===== config.mk =====
export PLATFORM = sky130hd
export DESIGN_NAME = wide_alu_seq
export DESIGN_NICKNAME = d
export VERILOG_FILES = /design/src/rtl/wide_alu_seq.sv
export SDC_FILE = /design/constraint.sdc
export NUM_CORES = 1
export LEC_CHECK = 0
export CAP_MARGIN = 20
export CORE_MARGIN = 2
export CORE_UTILIZATION = 45
export CTS_CLUSTER_SIZE = 10
export DETAILED_ROUTE_END_ITERATION = 8
export PLACE_DENSITY = 0.77
export REMOVE_ABC_BUFFERS = 1
export SLEW_MARGIN = 20
export SYNTH_ARGS = -nofsm -noshare
export SYNTH_HDL_FRONTEND = slang
export SYNTH_SLANG_ARGS = --single-unit

===== constraint.sdc =====
create_clock -name clk -period 2.4 [get_ports clk]
set_input_delay 0.36 -clock clk [delete_from_list [all_inputs] [get_ports clk]]
set_output_delay 0.36 -clock clk [all_outputs]
set_load 0.02 [all_outputs]

===== src/rtl/wide_alu_seq.sv =====
`timescale 1ns/1ps
// Byte-serial sequencer that runs NBYTES-wide ADD/SUB/LSH/RSH/NAND through an 8-bit ALU.
// Optional macro WIDE_ALU_FLAGS_EN enables the zero/parity result flags.
module wide_alu_seq #(
  parameter int NBYTES = 2
) (
  input  logic                  clk,
  input  logic                  reset,
  input  logic                  start,
  input  logic [2:0]            op,
  input  logic [8*NBYTES-1:0]   a,
  input  logic [8*NBYTES-1:0]   b,
  input  logic                  cin,
  output logic                  busy,
  output logic                  done,
  output logic [8*NBYTES-1:0]   result,
  output logic                  cout,
  output logic                  zero_o,
  output logic                  pari_o,
  output logic [2:0]            alu_cmd,
  output logic [7:0]            alu_a,
  output logic [7:0]            alu_b,
  output logic                  alu_sci,
  input  logic [7:0]            alu_rslt,
  input  logic                  alu_sco
);
  localparam int W  = 8 * NBYTES;
  localparam int KW = $clog2(NBYTES);
  localparam logic [KW-1:0] K_LAST = KW'(NBYTES - 1);

  localparam logic [1:0] S_IDLE = 2'd0;
  localparam logic [1:0] S_RUN  = 2'd1;
  localparam logic [1:0] S_DONE = 2'd2;

  localparam logic [2:0] OP_ADD  = 3'b000;
  localparam logic [2:0] OP_LSH  = 3'b001;
  localparam logic [2:0] OP_RSH  = 3'b010;
  localparam logic [2:0] OP_NAND = 3'b011;
  localparam logic [2:0] OP_SUB  = 3'b100;

  logic [1:0]    state_q, state_d;
  logic [KW-1:0] k_q, k_d;
  logic [W-1:0]  a_q, a_d, b_q, b_d;
  logic [2:0]    op_q, op_d;
  logic          cin_q, cin_d;
  logic          carry_q, carry_d;
  logic [W-1:0]  result_q, result_d;
  logic          cout_q, cout_d;

  logic [KW-1:0] byte_s;
  logic [KW+2:0] idx_s;
  logic [7:0]    a_byte_s, b_byte_s;
  logic          first_s, last_s, valid_s, chain_s, sci_s;

  // RSH walks the bytes from the top down; everything else bottom up.
  assign byte_s   = (op_q == OP_RSH) ? (K_LAST - k_q) : k_q;
  assign idx_s    = {byte_s, 3'b000};
  assign a_byte_s = a_q[idx_s +: 8];
  assign b_byte_s = b_q[idx_s +: 8];
  assign first_s  = (k_q == {KW{1'b0}});
  assign last_s   = (k_q == K_LAST);
  assign sci_s    = first_s ? ((op_q == OP_SUB) ? 1'b1 : cin_q) : carry_q;

  // Sequencer next-state and operand latching.
  always_comb begin
    state_d = state_q;
    k_d     = k_q;
    a_d     = a_q;
    b_d     = b_q;
    op_d    = op_q;
    cin_d   = cin_q;
    case (state_q)
      S_IDLE: begin
        if (start) begin
          state_d = S_RUN;
          k_d     = {KW{1'b0}};
          a_d     = a;
          b_d     = b;
          op_d    = op;
          cin_d   = cin;
        end else begin
          state_d = S_IDLE;
        end
      end
      S_RUN: begin
        if (last_s) begin
          state_d = S_DONE;
        end else begin
          k_d = k_q + {{(KW-1){1'b0}}, 1'b1};
        end
      end
      S_DONE:  state_d = S_IDLE;
      default: state_d = S_IDLE;
    endcase
  end

  // ALU command decode; all drives stay zero outside RUN and for invalid ops.
  always_comb begin
    alu_cmd = 3'b000;
    alu_a   = 8'h00;
    alu_b   = 8'h00;
    alu_sci = 1'b0;
    valid_s = 1'b0;
    chain_s = 1'b0;
    if (state_q == S_RUN) begin
      case (op_q)
        OP_ADD: begin
          alu_a = a_byte_s; alu_b = b_byte_s; alu_sci = sci_s;
          valid_s = 1'b1; chain_s = 1'b1;
        end
        OP_SUB: begin
          alu_a = a_byte_s; alu_b = ~b_byte_s; alu_sci = sci_s;
          valid_s = 1'b1; chain_s = 1'b1;
        end
        OP_LSH: begin
          alu_cmd = 3'b001; alu_a = a_byte_s; alu_sci = sci_s;
          valid_s = 1'b1; chain_s = 1'b1;
        end
        OP_RSH: begin
          alu_cmd = 3'b010; alu_a = a_byte_s; alu_sci = sci_s;
          valid_s = 1'b1; chain_s = 1'b1;
        end
        OP_NAND: begin
          alu_cmd = 3'b011; alu_a = a_byte_s; alu_b = b_byte_s;
          valid_s = 1'b1;
        end
        default: begin
          valid_s = 1'b0;
        end
      endcase
    end else begin
      valid_s = 1'b0;
    end
  end

  // Result byte capture and carry chaining.
  always_comb begin
    result_d = result_q;
    cout_d   = cout_q;
    carry_d  = carry_q;
    if (state_q == S_RUN) begin
      result_d[idx_s +: 8] = valid_s ? alu_rslt : 8'h00;
      carry_d = alu_sco;
      if (last_s) begin
        cout_d = chain_s ? alu_sco : 1'b0;
      end else begin
        cout_d = cout_q;
      end
    end else begin
      carry_d = carry_q;
    end
  end

  // Sequencer and result registers.
  always_ff @(posedge clk or posedge reset) begin
    if (reset) begin
      state_q  <= S_IDLE;
      k_q      <= {KW{1'b0}};
      a_q      <= {W{1'b0}};
      b_q      <= {W{1'b0}};
      op_q     <= 3'b000;
      cin_q    <= 1'b0;
      carry_q  <= 1'b0;
      result_q <= {W{1'b0}};
      cout_q   <= 1'b0;
    end else begin
      state_q  <= state_d;
      k_q      <= k_d;
      a_q      <= a_d;
      b_q      <= b_d;
      op_q     <= op_d;
      cin_q    <= cin_d;
      carry_q  <= carry_d;
      result_q <= result_d;
      cout_q   <= cout_d;
    end
  end

  assign busy   = (state_q == S_RUN);
  assign done   = (state_q == S_DONE);
  assign result = result_q;
  assign cout   = cout_q;

`ifdef WIDE_ALU_FLAGS_EN
  logic zero_q, pari_q;

  function automatic logic parity_of(input logic [W-1:0] v);
    return ^v;
  endfunction

  // Flags are taken from the result as it completes on the last byte.
  always_ff @(posedge clk or posedge reset) begin
    if (reset) begin
      zero_q <= 1'b0;
      pari_q <= 1'b0;
    end else if (state_q == S_RUN && last_s) begin
      zero_q <= (result_d == {W{1'b0}});
      pari_q <= parity_of(result_d);
    end else begin
      zero_q <= zero_q;
      pari_q <= pari_q;
    end
  end

  assign zero_o = zero_q;
  assign pari_o = pari_q;
`else
  assign zero_o = 1'b0;
  assign pari_o = 1'b0;
`endif

endmodule


==> qor.csv <==
stage,metric,value,unit
critical_path,path_buf_inv,2,
hold_path,hold_class,primary input to async pin,
timing,drv_slew,0,
detailed_routing,drtAntennaViolNets,0,
status,outcome,"complete, no violations",
global_route,grtUsageTotal,19.24,%
cells_and_area,final_core_util,67.80,%
critical_path,r2r-end,result[1],
cells_and_area,area_growth,44.92,%
global_route,antenna_found_initial,0,
placement,io_buffers,85,
clock_tree,htreeDepth,3,
detailed_routing,dr_total_vias,1960,
floorplanning,die_y,79.67,um
critical_path,worst_setup_path_start_kind,flop,
synthesis,synth-async-reset-ratio,100.0,%
cells_and_area,final_common_cell,clkdlybuf4s50_1,
clock_tree,clkTransAtPathRegs,60,ps
clock_tree,cts_tree,done,
power,power.total,5.399,mW
timing,fmax,0.4244,GHz
critical_path,worstPathArrival,2000,ps
detailed_routing,wl_per_cell,15.42,um
detailed_routing,vias_per_cell,5.213,
floorplanning,dieArea,6347,um2
global_route,overflow,0,
placement,place_congestion,0.7554,
cells_and_area,nets,351,
clock_tree,clk_latency,330,ps
detailed_routing,wl,5.797,mm
timing,rsz0062_at_grt,yes,
synthesis,synthCells,205,
timing,fin_crit,2356,ps
placement,hpwlAfterDp,4.035,mm
critical_path,critPathMaxFanout,5,
cells_and_area,antenna-diode-count,0,
synthesis,synth_enable_flop_cells,0,
clock_tree,cts_made_buffers,9,
critical_path,crit_chain,nor3b_4 -> buf_6 -> xnor2_4 -> mux2i_2 -> mux2i_1 -> buf_4,
synthesis,synth-main-ff-cell,dfrtp_1,
detailed_routing,drc,0,
global_route,grt_start_max_net_pins,39,
floorplanning,die_w,79.67,um
synthesis,yosys_warnings,0,
placement,dp_slack,-103.7,ps
clock_tree,clockBufferDepth,2,
floorplanning,core_area,5507,um2
critical_path,reg2regPathDepth,7,
power,vdd.ir_drop.worst,0.0006474,V
critical_path,cp_slowest_cell,dfrtp_1,
detailed_routing,drtPass1Iterations,4,
synthesis,ys_seq_area_share,55.37,%
detailed_routing,drtIter0Drc,118,
cells_and_area,drive_gt1_share,29.93,%
critical_path,critPathCaptureType,output pin,
critical_path,crit_required,2040,ps
synthesis,netlist_area,2576,um2
floorplanning,ioPinCount,89,
clock_tree,clkSinkCount,57,
synthesis,synth-seq-cells,57,
critical_path,worst-setup-path-type,flop to output pin,
clock_tree,hold_buffers,0,
critical_path,crit_family,multiplexers,
power,power.density,1446,nW/um2
timing,setup_viol,0,
timing,clock_skew,7.672,ps
critical_path,critPathMaxStageDelay,400,ps
timing,finalHoldViolCount,0,
clock_tree,cts-root-buf,clkbuf_8,
synthesis,synthDistinctLibCells,29,
synthesis,avgSynthCellArea,12.57,um2
flow_run,max_cap_viol_count,0,
global_route,grt_pass1_wl,9.156,mm
power,p_leak,1.636,nW
critical_path,r2r_start,op_q[2],
cells_and_area,final_cell_mix,"68 x clkdlybuf4s50_1, 57 x dfrtp_1, 36 x mux2_2",
floorplanning,num_rows,27,
timing,fin_crit_sh,98.18,%
timing,finalWorstSetupSlack,43.60,ps
critical_path,r2r_slack,550,ps
floorplanning,initial_utilization,46.78,%
timing,hold_ws,315.5,ps
global_route,grt_pass1_vias,1931,
-- flip-flops by register name, indices dropped and copies added (netlist names) --
signal / cells
a_q: 16
cin_q: 1
b_q: 16
op_q: 3
k_q: 1
state_q: 2
cout: 1
result: 16
carry_q: 1
-- through the flow --
step	TNS, ps	std cells	area [um2]
5_1_grt	-287.5	376	3734
4_1_cts	-2.645	373	3694
6_report	0	376	3734
3_5_place_dp	-403.9	361	3566
2_1_floorplan	-51180	189	2487
3_3_place_gp	-164.4	361	3566
-- cell families after synthesis --
kind of cell,count (synthesis),synth area share [%]
AND/OR/NAND/NOR,40,7.820
XOR/XNOR,3,1.312
flip-flops,57,55.37
AO/OA/AOI/OAI,31,9.228
other,1,0.1456
multiplexers,52,21.95
buffers and inverters,21,4.177
-- routing by layer --
metal  part of all wire (%)  wire [um]  track usage (%)
met1                     43       2476            24.91
met5                      0          0                0
met2                     50       2879            30.00
met4                   0.66         38            7.241
met3                    6.9        402            6.448
-- final cells by class --
cell class / instances / area [um2]
tap: 72 / 90.09
clock inverter: 1 / 5.005
clock buffer: 11 / 151.4
sequential: 57 / 1426
fill: 442 / 1773
multi-input combinational: 129 / 1081
timing repair buffer: 103 / 968.4
inverter: 3 / 11.26
-- how the worst max path moves through the flow --
stage,slack (ps),from,depth (start not counted),endpoint
after global routing,-50,op_q[2],6,alu_b[6]
after detailed placement,-100,op_q[2],6,alu_b[1]
final,40,op_q[2],6,alu_b[1]
after CTS,-3,op_q[2],6,alu_b[1]
after global placement,-50,op_q[2],6,alu_b[0]
after floorplan,-1330,state_q[0],2,a_q[0]
-- cells in the mapped netlist (2+ instances only) --
library cell	count	area share, %
a21oi_1	10	1.9
a32o_1	16	6.2
buf_2	8	1.6
buf_4	3	0.87
clkbuf_1	5	0.73
dfrtp_1	57	55
inv_1	2	0.29
mux2_2	36	16
mux2i_1	16	6.2
nand2_1	23	3.4
nor2_1	4	0.58
nor2b_1	2	0.49
nor3b_1	3	0.87
o21ai_0	4	0.78
or3_1	2	0.49
-- worst reg2reg max path: cells and delay by family (launching register included) --
kind,cells,cell delay (ps)
compound gates,1,280
xor+xnor,1,160
buf+inv,3,430
flops,1,400
simple gates,2,470
-- repair_timing --
| item | in CTS | in global routing |
|---|---|---|
| gates resized for setup | 56 | 18 |
| setup endpoints to repair | 17 | 16 |
| buffers inserted | 0 | 3 |
| gates cloned | 0 | 0 |
-- power breakdown --
part           internal (mW)  switching (mW)
registers               1.43           0.277
clock network          0.405           0.337
logic                   1.52            1.43
total                   3.36            2.04
Note: power is estimated with default switching activity, not from simulation.
